### config.mk
export PLATFORM = sky130hd
export DESIGN_NAME = pipeline_hazard_ctrl
export DESIGN_NICKNAME = d
export VERILOG_FILES = /design/src/rtl/pipeline_hazard_ctrl_pkg.sv /design/src/rtl/pipeline_hazard_ctrl_sat_counter.sv /design/src/rtl/pipeline_hazard_ctrl.sv
export SDC_FILE = /design/constraint.sdc
export NUM_CORES = 1
export LEC_CHECK = 0
export ABC_CLOCK_PERIOD_IN_PS = 1900
export CAP_MARGIN = 20
export CORE_UTILIZATION = 55
export DETAILED_ROUTE_END_ITERATION = 16
export DONT_BUFFER_PORTS = 1
export PLACE_DENSITY = 0.84
export SLEW_MARGIN = 40
export SYNTH_ARGS = -nofsm -noshare
export SYNTH_HDL_FRONTEND = slang
export SYNTH_SLANG_ARGS = --single-unit
### constraint.sdc
create_clock -name clk -period 1.9 [get_ports clk]
set_clock_uncertainty 0.1 [all_clocks]
set_input_delay 0.19 -clock clk [delete_from_list [all_inputs] [get_ports clk]]
set_output_delay 0.19 -clock clk [all_outputs]
set_load 0.1 [all_outputs]
### src/rtl/pipeline_hazard_ctrl_pkg.sv
// Shared types and constants for the pipeline stall/flush sequencer.
package pipeline_hazard_ctrl_pkg;

  localparam int unsigned XLEN      = 32;
  localparam int unsigned REG_W     = 5;
  localparam int unsigned MEM_W     = 2;
  localparam int unsigned MEM_READ  = 1;
  localparam int unsigned MEM_WRITE = 0;

  typedef enum logic {
    ST_RUN      = 1'b0,
    ST_REDIRECT = 1'b1
  } state_e;

  typedef struct packed {
    logic hold_if;
    logic flush_if_id;
    logic bubble_id_ex;
    logic redirect_valid;
  } hz_ctrl_t;

  localparam hz_ctrl_t CTRL_NOP = '0;

  // Load in EX whose rd feeds a source register of the ID instruction; x0 never hazards.
  function automatic logic load_use(
    input logic [MEM_W-1:0] mem_ex,
    input logic [REG_W-1:0] rd_ex,
    input logic [REG_W-1:0] rs1_id,
    input logic [REG_W-1:0] rs2_id,
    input logic             use_rs2_id
  );
    return mem_ex[MEM_READ] && (rd_ex != '0) &&
           ((rd_ex == rs1_id) || (use_rs2_id && (rd_ex == rs2_id)));
  endfunction

endpackage

### src/rtl/pipeline_hazard_ctrl_sat_counter.sv
// Saturating event counter with synchronous clear taking priority over increment.
module pipeline_hazard_ctrl_sat_counter #(
  parameter int unsigned CNT_W = 16
) (
  input  logic             clk,
  input  logic             rst_n,
  input  logic             inc,
  input  logic             clr,
  output logic [CNT_W-1:0] cnt
);

  always_ff @(posedge clk or negedge rst_n) begin
    if (!rst_n) begin
      cnt <= '0;
    end else if (clr) begin
      cnt <= '0;
    end else if (inc && (cnt != '1)) begin
      cnt <= cnt + CNT_W'(1);
    end
  end

endmodule

### src/rtl/pipeline_hazard_ctrl.sv
// Stall/flush sequencer: merges cache stalls, load-use bubbles and mispredict
// recovery into per-stage controls, a registered PC redirect and perf counters.
module pipeline_hazard_ctrl
  import pipeline_hazard_ctrl_pkg::*;
#(
  parameter int unsigned     CNT_W    = 16,
  parameter logic [XLEN-1:0] RESET_PC = 32'h0
) (
  input  logic             clk,
  input  logic             rst_n,
  input  logic             icache_stall,
  input  logic             dcache_stall,
  input  logic [REG_W-1:0] Rs1_1,
  input  logic [REG_W-1:0] Rs2_1,
  input  logic             use_rs2_1,
  input  logic [MEM_W-1:0] Mem_2,
  input  logic [REG_W-1:0] Rd_2,
  input  logic             is_branchInst_3,
  input  logic             taken_3,
  input  logic             prev_taken_3,
  input  logic [XLEN-1:0]  target_3,
  input  logic             perf_clr,
  output logic             memory_stall,
  output logic             hold_if,
  output logic             flush_if_id,
  output logic             bubble_id_ex,
  output logic             redirect_valid,
  output logic [XLEN-1:0]  redirect_pc,
  output logic [CNT_W-1:0] branch_cnt,
  output logic [CNT_W-1:0] misp_cnt,
  output logic [CNT_W-1:0] stall_cnt
);

  state_e   state, state_nxt;
  hz_ctrl_t ctrl;
  logic     redirect_load;
  logic     misp;
  logic     lu;
  logic     unused_mem_write;

  assign unused_mem_write = Mem_2[MEM_WRITE];

  assign memory_stall = icache_stall | dcache_stall;
  assign misp         = is_branchInst_3 & (taken_3 ^ prev_taken_3);
  assign lu           = load_use(Mem_2, Rd_2, Rs1_1, Rs2_1, use_rs2_1);

  // State register and redirect target latch.
  always_ff @(posedge clk or negedge rst_n) begin
    if (!rst_n) begin
      state       <= ST_RUN;
      redirect_pc <= RESET_PC;
    end else begin
      state <= state_nxt;
      if (redirect_load) begin
        redirect_pc <= target_3;
      end
    end
  end

  // Next state and stage controls; a memory stall freezes everything.
  always_comb begin
    state_nxt     = state;
    ctrl          = CTRL_NOP;
    redirect_load = 1'b0;
    if (memory_stall) begin
      ctrl.hold_if = 1'b1;
    end else begin
      unique case (state)
        ST_RUN: begin
          if (misp) begin
            ctrl.bubble_id_ex = 1'b1;
            ctrl.flush_if_id  = 1'b1;
            redirect_load     = 1'b1;
            state_nxt         = ST_REDIRECT;
          end else if (lu) begin
            ctrl.hold_if      = 1'b1;
            ctrl.bubble_id_ex = 1'b1;
          end
        end
        ST_REDIRECT: begin
          ctrl.redirect_valid = 1'b1;
          ctrl.flush_if_id    = 1'b1;
          state_nxt           = ST_RUN;
        end
        default: state_nxt = ST_RUN;
      endcase
    end
  end

  assign hold_if        = ctrl.hold_if;
  assign flush_if_id    = ctrl.flush_if_id;
  assign bubble_id_ex   = ctrl.bubble_id_ex;
  assign redirect_valid = ctrl.redirect_valid;

  pipeline_hazard_ctrl_sat_counter #(.CNT_W(CNT_W)) u_branch_cnt (
    .clk   (clk),
    .rst_n (rst_n),
    .inc   (is_branchInst_3 & ~memory_stall),
    .clr   (perf_clr),
    .cnt   (branch_cnt)
  );

  pipeline_hazard_ctrl_sat_counter #(.CNT_W(CNT_W)) u_misp_cnt (
    .clk   (clk),
    .rst_n (rst_n),
    .inc   (misp & ~memory_stall & (state == ST_RUN)),
    .clr   (perf_clr),
    .cnt   (misp_cnt)
  );

  pipeline_hazard_ctrl_sat_counter #(.CNT_W(CNT_W)) u_stall_cnt (
    .clk   (clk),
    .rst_n (rst_n),
    .inc   (memory_stall),
    .clr   (perf_clr),
    .cnt   (stall_cnt)
  );

endmodule
Word level (Yosys, flattened, before mapping)
Index checks and enable logic that the tools add are counted.
- register bits: 81
- latch bits: 0
- RAM bits: 0
- memory bits (read-only): 0
- input bits: 58
- output and inout bits: 85
- memories kept: 0
- add/subtract/negate cells: 3
- multipliers: 0
- div/mod/pow operators: 0
- order comparisons: 0
- eq/ne operators: 5
- shifts and indexed selects: 0
- muxes and demuxes: 19
- bitwise operators: 8
- reduce and logical (&&, ||, !) cells: 11
- operator list (kind ; count):
    $mux 16 ; 6
    $add 16x1->16 const B ; 3
    $ne 16x16->1 const B ; 3
    $eq 5x5->1 ; 2
    $mux 1 ; 10
    $logic_and 1x1->1 ; 6
    $reduce_bool 2->1 ; 3
    $reduce_bool 5->1 ; 1
    $and 1x1->1 ; 4
    $pmux 1 s2 ; 2
    $mux 3 ; 1
    $not 1->1 ; 2
    $logic_or 1x1->1 ; 1
    $or 1x1->1 ; 1
    $xor 1x1->1 ; 1

Depth between registers and ports, before layout
Gate-level depths: netlist (run 1).
- word-level depth: 8
- gate-level depth with buffers: 6

Cells and area by module
Synthesis (run 1) repeated with hierarchy kept, for this count alone.
- cell total of the unflattened synthesis: 394
- area total of the unflattened synthesis: 4367.9 um2
- modules (own cells, without submodules) (module ; times used ; cells an instance ; area each (um2) ; seq. area each (um2)):
    pipeline_hazard_ctrl_sat_counter ; 3 ; 98 ; 942.2 ; 400.4
    pipeline_hazard_ctrl ; 1 ; 100 ; 1541.5 ; 825.8

Least setup slack after synthesis (run 1)
Ideal clock, no wire load.
- path type: input-to-output
- from: input port dcache_stall
- to: output port bubble_id_ex
- arrival time: 4.719 ns
- data required time: 1.610 ns
- path slack: -3.109 ns
- cell stages on the path: 3
- path buffers: 0
- cells stage by stage: nor2_1 -> clkinv_1 -> o41ai_1
- cells in the longest elaborated chain, start to end: 2
- ends and longest elaborated chain (what ; line ; text):
    start, declared ; pipeline_hazard_ctrl.sv:12 ; input logic dcache_stall,
    $or 1x1->1 ; pipeline_hazard_ctrl.sv:43 ; assign memory_stall = icache_stall | dcache_stall;
    net memory_stall ; pipeline_hazard_ctrl.sv:23 ; output logic memory_stall,
    $mux 3 ; pipeline_hazard_ctrl.sv:65 ; if (memory_stall) begin
    end, declared ; pipeline_hazard_ctrl.sv:26 ; output logic bubble_id_ex,
The timed path passes the listed nets, and every way through them passes these cells.

Worst setup path after layout (run 1)
- from: register u_stall_cnt.cnt[1]
- to: register u_stall_cnt.cnt[12]
- cells in the longest elaborated chain, start to end: 3
- ends and longest elaborated chain (what ; line ; text):
    start, declared ; pipeline_hazard_ctrl_sat_counter.sv:9 ; output logic [CNT_W-1:0] cnt
    start signal, assigned ; pipeline_hazard_ctrl_sat_counter.sv:18 ; cnt <= cnt + CNT_W'(1);
    $add 16x1->16 / $ne 16x16->1 (equally long branches) ; pipeline_hazard_ctrl_sat_counter.sv:18, pipeline_hazard_ctrl_sat_counter.sv:17 ;
    $mux 16 / $logic_and 1x1->1 (equally long branches) ; pipeline_hazard_ctrl_sat_counter.sv:17 ; end else if (inc && (cnt != '1)) begin
    $mux 16 / $reduce_bool 2->1 (equally long branches) ; -- ;
Several ways; a longest one is shown, not always the timed one. The select of a mux whose other input is x is not followed.
A chain may end at the register's enable or synchronous reset.

==> impl_results.md, run 1 <==
* Status: finished, violations left
* Violated checks: hold timing, setup timing
* Power Dens Cells at 904 mW/mm^2
* P_leak at 2.58 nW
* Hpwl dp at 7780 um
* Fin util at 0.843
* Routed WL at 13100 um
* Synth Flop Type: dfrtp_1
* RSZ-0062 raised after global routing: true
* Avg Vias per Cell at 6.09
* Core area at 0.00725 mm^2
* TritonCTS Sinks at 81
* Critical Path RT at 2.08 ns
* Rel. slew slack at 0.673
* Cell Area, Synth at 0.00415 mm^2
* Pre-Repair DR Iteration Count at 4
* Cells after synthesis at 460
* DP Area at 0.00535 mm^2
* Total track usage at 0.332
* Synth top area cells: dfrtp_1 (49%), nand2_1 (11%), a21oi_1 (3.6%), or4_1 (3.6%), o31ai_1 (3.3%)
* Cell count after placement at 641
* Area Growth Syn to Fin at 47.4%
* Syn_area_per_cell at 9.02 um^2
* Initial DRC Count at 222
* Cts hold-fix bufs at 34
* Slew @ Worst Pin at 0.487 ns
* Synth top cells by count: nand2_1 (122), dfrtp_1 (81), a21oi_1 (30)
* # rows at 31
* Final slew viol count at 0
* Period utilisation layout at 1.03
* Async set-or-reset flop fraction in the synthesized netlist at 1.00
* Net Count, Synth at 521
* Worst path arrival time at 2.14 ns
* TNS Setup at -0.0825 ns
* Share of the synthesized area in the top cell type at 0.489
* Initial antenna violation count at 0
* Slowest cell on crit path: or4_4
* GP Congestion at 0.822
* Via count at 4233
* Worst setup SP type: register
* Ports at 143
* Final setup margin at -0.0539 ns
* Chip Width at 88.9 um
* Total die area at 0.00790 mm^2
* Worst-case clock buffer depth at 2
* Final Setup Violations at 4
* Worst-Skew Late Latency at 0.35 ns
* Vias in the first global route at 4283
* Hold WS at -0.577 ns
* Nets@finish at 652
* Syn. warnings at 0
* Fillcell total at 380
* Worst-path fanout max at 4
* Hold WC Path Type: primary input to async pin
* Die height at 88.9 um
* Htree depth at 3
* Worst setup EP type: register
* Initial Util at 0.572
* Grt total ovfl at 0
* Synth cell types at 42
* # DRC at 0
* Most common cell in the synthesized netlist: nand2_1
* Hold Vio Cnt, Final at 81
* Post-synth EDFFs at 0
* MaxCap Viol Count at 0
* Share of layout cells above drive strength 1 at 0.379
* Clock tree from TritonCTS: done
* Slowest cell delay on critical path at 0.46 ns
* Largest area contributor in the netlist: dfrtp_1
* Clock slew at reported path FFs at 0.08 ns
* First-pass GRT wire length at 19900 um
* Finished Cell Area at 0.00611 mm^2
* CTS buffer count at 9
* Seq cells post-synth at 81
* Worst VDD drop at 1.27 mV
* Largest net degree at the start of global routing at 82
* Critical path class: register to register
* Seq/Total Area, Yosys at 0.489
* Final non-filler cell total at 695
* Root Buffer Master: clkbuf_8
* Min cycle time layout at 1.95 ns
* Max Clk Rate at 512 MHz
* Wire per inst at 18.8 um
* # diodes at 0
* Post-DRT Antenna Nets at 0
* R2R depth at 5
* CP Cell Sequence: ha_4 -> nand4_1 -> or4_4 -> or4_4 -> a21oi_2
* Number of port buffers at 0
* Most frequent CP cell: or4_4
## layout by cell type, fill, tap and decap left out, types with 3 or more instances in the layout
cell and count:
nand2_1 121, buf_4 100, dfrtp_4 38, dlygate4sd3_1 33, dfrtp_1 32, a21oi_1 23, nor2_1 20, or4_1 18
o31ai_1 17, nor2b_1 13, nand4_1 13, mux2_2 11, dfrtp_2 11, xor2_1 10, clkbuf_8 10, nand3_1 9
inv_1 8, nor3_1 6, o21ai_0 6, a21oi_2 6, o41ai_1 6, and4_1 4, nor4_4 4, buf_12 4
and2_1 3, a211oi_1 3, mux2i_1 3, o311ai_1 3, or3_1 3, ha_4 3, bufinv_16 3, buf_6 3
## cell type report
| cell class | count | area [um^2] | area share |
|---|---|---|---|
| Clock buffer | 11 | 141 | 0.0231 |
| Inverter | 9 | 38.8 | 0.00634 |
| Tap cell | 99 | 124 | 0.0203 |
| Sequential cell | 81 | 2180 | 0.357 |
| Timing Repair Buffer | 140 | 1190 | 0.195 |
| Clock inverter | 5 | 103 | 0.0168 |
| Multi-Input combinational cell | 350 | 2330 | 0.381 |
## per-stage QoR
stage | worst slack, ns | power, W
final | -0.0539 | 0.00553
after global routing | -0.115 | 0.00569
after CTS | -0.0263 | 0.00549
after detailed placement | -0.0418 | 0.00390
after global placement | -0.000383 | 0.00386
after floorplan | -0.366 | 0.00352
## path summary, 6_finish.rpt
kind,startpoint,to,slack [ns]
worst min-delay path,rst_n,u_stall_cnt.cnt[9]$_DFFE_PN0P_,-0.58
min in group clk,perf_clr,u_branch_cnt.cnt[2]$_DFFE_PN0P_,0.01
worst max register to register,u_stall_cnt.cnt[1]$_DFFE_PN0P_,u_stall_cnt.cnt[12]$_DFFE_PN0P_,-0.05
worst max-delay path,u_stall_cnt.cnt[1]$_DFFE_PN0P_,u_stall_cnt.cnt[12]$_DFFE_PN0P_,-0.05
max in group asynchronous,rst_n,u_misp_cnt.cnt[6]$_DFFE_PN0P_,2.14
worst min register to register,redirect_pc[31]$_DFFE_PN0P_,redirect_pc[31]$_DFFE_PN0P_,0.39
## metal layers
metal	part of all wire	global-route usage	up-vias
met3	0.076	0.0886	36
met4	0.029	0.177	0
li1	-	-	1910
met2	0.53	0.578	196
met1	0.37	0.372	2091
met5	0	0	-
## critical path, delay by kind of cell, from the launching register on
kind                     cells  cell delay [ns]
AO/OA/AOI/OAI                1             0.15
adder cells (fa/ha/maj)      1             0.16
flip-flops                   1             0.45
AND/OR/NAND/NOR              3             1.02
## flip-flops by register name (all words and copies together), names as in the netlist
signal and cells:
redirect_pc 32, state 1, u_branch_cnt.cnt 16, u_misp_cnt.cnt 16
u_stall_cnt.cnt 16
## what timing repair did
action                                  CTS  global route
endpoints found under the hold margin   154            81
buffers inserted                          2             2
pin swaps                                 2             5
resized for setup                         6            21
cloned                                    0             0
endpoints found under the setup margin    5            25
## cell families after synthesis
family          synth area share
xor+xnor                  0.0232
fa+ha+maj                0.00905
mux                       0.0425
buf+inv                   0.0283
flops                      0.489
simple gates               0.287
compound gates             0.121
## where the power goes
group | internal (W) | switching, W | total, W
Combinational | 0.000396 | 0.00163 | 0.00203
Sequential | 0.00189 | 0.0000742 | 0.00197
Clock | 0.000907 | 0.000629 | 0.00154
Note: power is estimated with default switching activity, not from simulation.
==> run 2, diff against run 1 <==
--- a/config.mk
+++ b/config.mk
@@ -11,6 +11,7 @@
 export DETAILED_ROUTE_END_ITERATION = 16
 export DONT_BUFFER_PORTS = 1
 export PLACE_DENSITY = 0.84
+export SETUP_SLACK_MARGIN = 0.2
 export SLEW_MARGIN = 40
 export SYNTH_ARGS = -nofsm -noshare
 export SYNTH_HDL_FRONTEND = slang
==> impl_results.md, run 2 (same netlist as run 1, synthesis figures left out) <==
* Violated checks: hold timing, setup timing
* Routed WL at 21500 um
* Pre-Repair DR Iteration Count at 5
* Worst reg-to-reg setup slack at -0.30 ns
* Initial antenna violation count at 1
* Die height at 88.9 um
* Worst-path fanout max at 5
* Wire per inst at 29.3 um
* Initial DRC Count at 758
* Commonest non-fill, non-tap cell in the layout: nand2_1
* Power Dens Cells at 838 mW/mm^2
* Avg Vias per Cell at 7.36
* Placement Setup Slack at -0.0986 ns
* Core area at 0.00725 mm^2
* Worst setup SP type: register
* Most frequent CP cell: buf_6
* Clock slew at reported path FFs at 0.11 ns
* Final Setup Violations at 25
* Via count at 5405
* Largest net degree at the start of global routing at 82
* Htree depth at 3
* Final slew viol count at 0
* TritonCTS Sinks at 81
* Nets@finish at 690
* Worst-Skew Late Latency at 0.37 ns
* Status: finished, violations left
* Critical path buffer and inverter count at 2
* DP Area at 0.00547 mm^2
* CP Cell Sequence: buf_6 -> and4_4 -> nand4_1 -> buf_6 -> or4_1 -> a21oi_1
* Hold WS at -0.604 ns
* Chip Width at 88.9 um
* Total die area at 0.00790 mm^2
* RSZ-0062 raised after global routing: true
* Slew @ Worst Pin at 0.703 ns
* Reg2Reg Capture Point: u_branch_cnt.cnt[15]$_DFFE_PN0P_
* Highest-count cells in the layout ignoring fill and taps: nand2_1 (120), buf_4 (110), dfrtp_4 (46)
* Ports at 143
* Top cell family by delay on the critical path: simple AND/OR/NAND/NOR gates
* Min cycle time layout at 2.20 ns
* Clock tree from TritonCTS: done
* Reg with most FFs: redirect_pc
* Total track usage at 0.375
* Initial Util at 0.572
* GP Congestion at 0.838
* Slowest cell on crit path: dfrtp_4
* Rel. slew slack at 0.531
* Share of layout cells above drive strength 1 at 0.487
* Worst-case clock buffer depth at 2
* First-pass GRT wire length at 22100 um
* Max Clk Rate at 454 MHz
* R2R depth at 6
* Number of port buffers at 0
* Critical path class: register to register
* # DRC at 0
* Hold WC Path Type: primary input to async pin
* Max reg flops at 32
* Post-DRT Antenna Nets at 0
* Worst path arrival time at 2.33 ns
* Period utilisation layout at 1.16
* Reg-to-Reg Start: u_branch_cnt.cnt[0]$_DFFE_PN0P_
* Worst VDD drop at 1.05 mV
* Area Growth Syn to Fin at 67.3%
* CTS buffer count at 9
* Critical Path RT at 2.03 ns
* Finished Cell Area at 0.00694 mm^2
* Root Buffer Master: clkbuf_8
* # rows at 31
* Final setup margin at -0.304 ns
* Hold Vio Cnt, Final at 81
* Vias in the first global route at 4581
* P_leak at 2.91 nW
* Worst setup EP type: register
* Grt total ovfl at 0
* MaxCap Viol Count at 0
* Slowest cell delay on critical path at 0.48 ns
* Hpwl dp at 7940 um
## run 2: cell types whose count changed in the layout (fill, tap and decap cells not counted), moves of 6 or more
cell / delta
a21oi_1: -12
or4_4: +7
dlygate4sd3_1: +6
dfrtp_4: +8
a21oi_2: +8
dfrtp_2: -8
buf_6: +18
mux2_4: +8
buf_4: +10
mux2_2: -8
or4_1: -7
## run 2: cell type report
type                            instances  area, um^2
Timing Repair Buffer                  177        1590
Clock inverter                          4        98.8
Inverter                                9        38.8
Fill cell                             168         313
Antenna cell                            1        2.50
Clock buffer                           12         145
Multi-Input combinational cell        351        2740
Sequential cell                        81        2200
Tap cell                               99         124
## run 2: worst max-delay path by stage
stage	from	to	slack, ns	depth (start not counted)
floorplan	Rd_2[4]	bubble_id_ex	-0.37	4
CTS	state$_DFFE_PN0P_	u_misp_cnt.cnt[7]$_DFFE_PN0P_	0.02	5
global placement	state$_DFFE_PN0P_	u_misp_cnt.cnt[9]$_DFFE_PN0P_	-0.02	5
finish	u_branch_cnt.cnt[0]$_DFFE_PN0P_	u_branch_cnt.cnt[15]$_DFFE_PN0P_	-0.30	6
detailed placement	state$_DFFE_PN0P_	u_misp_cnt.cnt[11]$_DFFE_PN0P_	-0.1	5
global route	u_branch_cnt.cnt[0]$_DFFE_PN0P_	u_branch_cnt.cnt[15]$_DFFE_PN0P_	-0.61	6
## run 2: what timing repair did
action,in CTS,in global routing
gates resized for setup,27,89
setup buffers,24,8
cloned,0,3
endpoints found under the hold margin,154,113
setup endpoints to repair,43,62
hold buffers,39,2
pin swaps,22,18
## run 2: power breakdown
part / internal, W / switching [W] / leakage [nW]
logic: 0.000437 / 0.00176 / 1.80
clock network: 0.000917 / 0.000716 / 0.121
registers: 0.00189 / 0.0000939 / 0.990
total: 0.00325 / 0.00257 / 2.91
## run 2: through the flow
stage | TNS (ns) | hold WS (ns) | instances | util | total power, W
2_1_floorplan | -2.25 | -0.206 | 460 | - | 0.00353
3_3_place_gp | -0.0254 | -0.204 | 642 | 0.755 | 0.00387
3_5_place_dp | -0.257 | -0.204 | 642 | 0.755 | 0.00390
4_1_cts | 0 | -0.586 | 721 | 0.883 | 0.00550
5_1_grt | -6.21 | -0.599 | 733 | 0.957 | 0.00590
6_report | -3.00 | -0.604 | 734 | 0.957 | 0.00582
## run 2: per-layer routing
| layer | vias to the layer above | GRT usage | share of wire |
|---|---|---|---|
| met5 | - | 0 | 0 |
| met4 | 0 | 0.148 | 0.10 |
| met3 | 250 | 0.0989 | 0.13 |
| met2 | 654 | 0.666 | 0.46 |
| met1 | 2515 | 0.431 | 0.31 |
| li1 | 1986 | - | - |
==> run 3, diff against run 2 <==
--- a/config.mk
+++ b/config.mk
@@ -5,8 +5,10 @@
 export SDC_FILE = /design/constraint.sdc
 export NUM_CORES = 1
 export LEC_CHECK = 0
+export ABC_AREA = 1
 export ABC_CLOCK_PERIOD_IN_PS = 1900
 export CAP_MARGIN = 20
+export CORE_ASPECT_RATIO = 0.6
 export CORE_UTILIZATION = 55
 export DETAILED_ROUTE_END_ITERATION = 16
 export DONT_BUFFER_PORTS = 1
==> impl_results.md, run 3 <==
* Critical path class: register to register
* Total track usage at 0.366
* Max Clk Rate at 565 MHz
* Vias in the first global route at 4924
* Area Growth Syn to Fin at 42.0%
* Seq/Total Area, Yosys at 0.432
* Worst-Skew Late Latency at 0.34 ns
* Share of layout cells above drive strength 1 at 0.319
* Final Power at 0.00611 W
* Synth Flop Type: dfrtp_1
* Critical Path RT at 2.03 ns
* Final Setup Violations at 0
* Slew @ Worst Pin at 0.947 ns
* Die height at 73.6 um
* Largest area contributor in the netlist: dfrtp_1
* # DRC at 0
* Hold WC Path Type: primary input to async pin
* Reg with most FFs: redirect_pc
* Cells after synthesis at 636
* # diodes at 0
* Post-synth EDFFs at 0
* Final non-filler cell total at 897
* Synth cell types at 31
* Nets@finish at 845
* Post-DRT Antenna Nets at 0
* Cell count after placement at 818
* Power Dens Cells at 916 mW/mm^2
* First-pass GRT wire length at 24500 um
* Total die area at 0.00892 mm^2
* Clock tree from TritonCTS: done
* GP Congestion at 0.892
* Setup crit start: u_misp_cnt.cnt[0]$_DFFE_PN0P_
* Max layer used: met4
* Avg Vias per Cell at 5.84
* CTS buffer count at 9
* Violated checks: hold timing
* Clock slew at reported path FFs at 0.06 ns
* RSZ-0062 raised after global routing: true
* CP Capture Point: u_misp_cnt.cnt[5]$_DFFE_PN0P_
* DR WL met2 at 7690 um
* Worst setup EP type: register
* Hold WS at -0.559 ns
* Worst path arrival time at 1.90 ns
* Hpwl dp at 9580 um
* Initial antenna violation count at 0
* Initial DRC Count at 738
* TNS Setup at 0 ns
* Hold Vio Cnt, Final at 81
* Finished Cell Area at 0.00666 mm^2
* Routed WL at 16200 um
* P_leak at 3.20 nW
* Async set-or-reset flop fraction in the synthesized netlist at 1.00
* Worst-case clock buffer depth at 2
* Seq cells post-synth at 81
* Initial Util at 0.582
* Worst setup SP type: register
* M1 WL at 5840 um
* Largest net degree at the start of global routing at 82
* Max reg flops at 32
* Routed wl met3 at 2110 um
* Min cycle time layout at 1.77 ns
* Most common cell in the synthesized netlist: nand2_1
* Htree depth at 3
* Ports at 143
* Root Buffer Master: clkbuf_16
* Period utilisation layout at 0.931
* Syn. warnings at 0
* Worst VDD drop at 1.19 mV
* Synth top cells by count: nand2_1 (272), dfrtp_1 (81), nor2_1 (54)
* Commonest non-fill, non-tap cell in the layout: nand2_1
* Share of the synthesized area in the top cell type at 0.432
* Core area at 0.00807 mm^2
* Rel. slew slack at 0.367
* Final setup margin at 0.131 ns
* Wire per inst at 18.0 um
* TritonCTS Sinks at 81
* Placement Setup Slack at 0.0653 ns
* Synth top area cells: dfrtp_1 (43%), nand2_1 (22%), nand3_1 (4.7%), nor2_1 (4.3%), nand4_1 (3.7%)
* Via count at 5236
* R2R depth at 10
* Worst reg-to-reg setup slack at 0.13 ns
* Net Count, Synth at 697
* Syn_area_per_cell at 7.38 um^2
* Worst-path fanout max at 6
* Highest-count cells in the layout ignoring fill and taps: nand2_1 (268), buf_4 (107), nor2_1 (50)
* Chip Width at 121 um
* Reg-to-Reg Start: u_misp_cnt.cnt[0]$_DFFE_PN0P_
* Fillcell total at 429
* Number of port buffers at 0
* Cell Area, Synth at 0.00469 mm^2
* Reg2Reg Capture Point: u_misp_cnt.cnt[5]$_DFFE_PN0P_
* Pre-Repair DR Iteration Count at 6
* Grt total ovfl at 0
* DP Area at 0.00564 mm^2
* # rows at 25
* MaxCap Viol Count at 0
* Final slew viol count at 0
* Status: finished, violations left
==> run 3: changes by cell type in the layout (fill, tap and decap cells not counted), sizes merged, moves of 18 or more <==
cell   change
a21oi     -24
or4       -20
buf       -18
nor2      +51
inv       +38
nand3     +34
nand2    +158
o31ai     -18
==> run 3: final cells by class <==
class                      instances  area, um^2  area share
inverter                          47         181      0.0272
tap                              108         135      0.0203
clock buffer                       9         225      0.0338
multi-input combinational        493        2580       0.388
timing repair buffer             152        1340       0.201
clock inverter                     7        71.3      0.0107
sequential                        81        2130       0.319
==> run 3: how the worst min path moves through the flow <==
stage | start | end | cells past startpoint
after floorplan | rst_n | redirect_pc[0]$_DFFE_PN0P_ | 0
after global placement | rst_n | u_stall_cnt.cnt[9]$_DFFE_PN0P_ | 0
after detailed placement | rst_n | u_stall_cnt.cnt[9]$_DFFE_PN0P_ | 0
after CTS | rst_n | u_stall_cnt.cnt[9]$_DFFE_PN0P_ | 0
after global routing | rst_n | u_stall_cnt.cnt[12]$_DFFE_PN0P_ | 0
final | rst_n | u_misp_cnt.cnt[8]$_DFFE_PN0P_ | 0
==> run 3: cell families after synthesis <==
family          Yosys count  share of synthesized area
xor+xnor                 11                     0.0205
compound gates           39                     0.0493
flops                    81                      0.432
simple gates            438                      0.424
fa+ha+maj                 3                    0.00800
buf+inv                  64                     0.0661
==> run 3: metrics by stage <==
step / utilization / hold WS, ns
finish: 0.826 / -0.559
global route: 0.826 / -0.570
CTS: 0.810 / -0.563
detailed placement: 0.699 / -0.203
global placement: 0.699 / -0.203
floorplan: - / -0.206
==> run 3: routing by layer <==
layer	global-route usage	up-vias
li1	-	2321
met1	0.455	2436
met2	0.597	402
met3	0.114	77
met4	0.156	0
met5	0	-
==> run 3: timing repair <==
action,in CTS,in global routing
buffers inserted,21,5
pin swaps,16,17
setup endpoints to repair,46,36
resized for setup,14,19
endpoints found under the hold margin,150,117
hold buffers,32,1
gates cloned,4,0
==> run 3: worst max-delay path, stage by stage, from the launching register on <==
cell	delay [ns]
dfrtp_4	0.50
ha_4	0.18
nand3_4	0.11
inv_4	0.05
nand2_4	0.06
nor2_4	0.05
nor2_8	0.21
buf_8	0.16
nand3_2	0.07
nand2_1	0.10
nor2_1	0.06
==> run 3: power by group <==
| group | internal (W) | switching, W | total [W] |
|---|---|---|---|
| clock | 0.00102 | 0.000732 | 0.00175 |
| combinational | 0.000465 | 0.00191 | 0.00237 |
| sequential | 0.00192 | 0.0000715 | 0.00199 |
| total | 0.00340 | 0.00271 | 0.00611 |
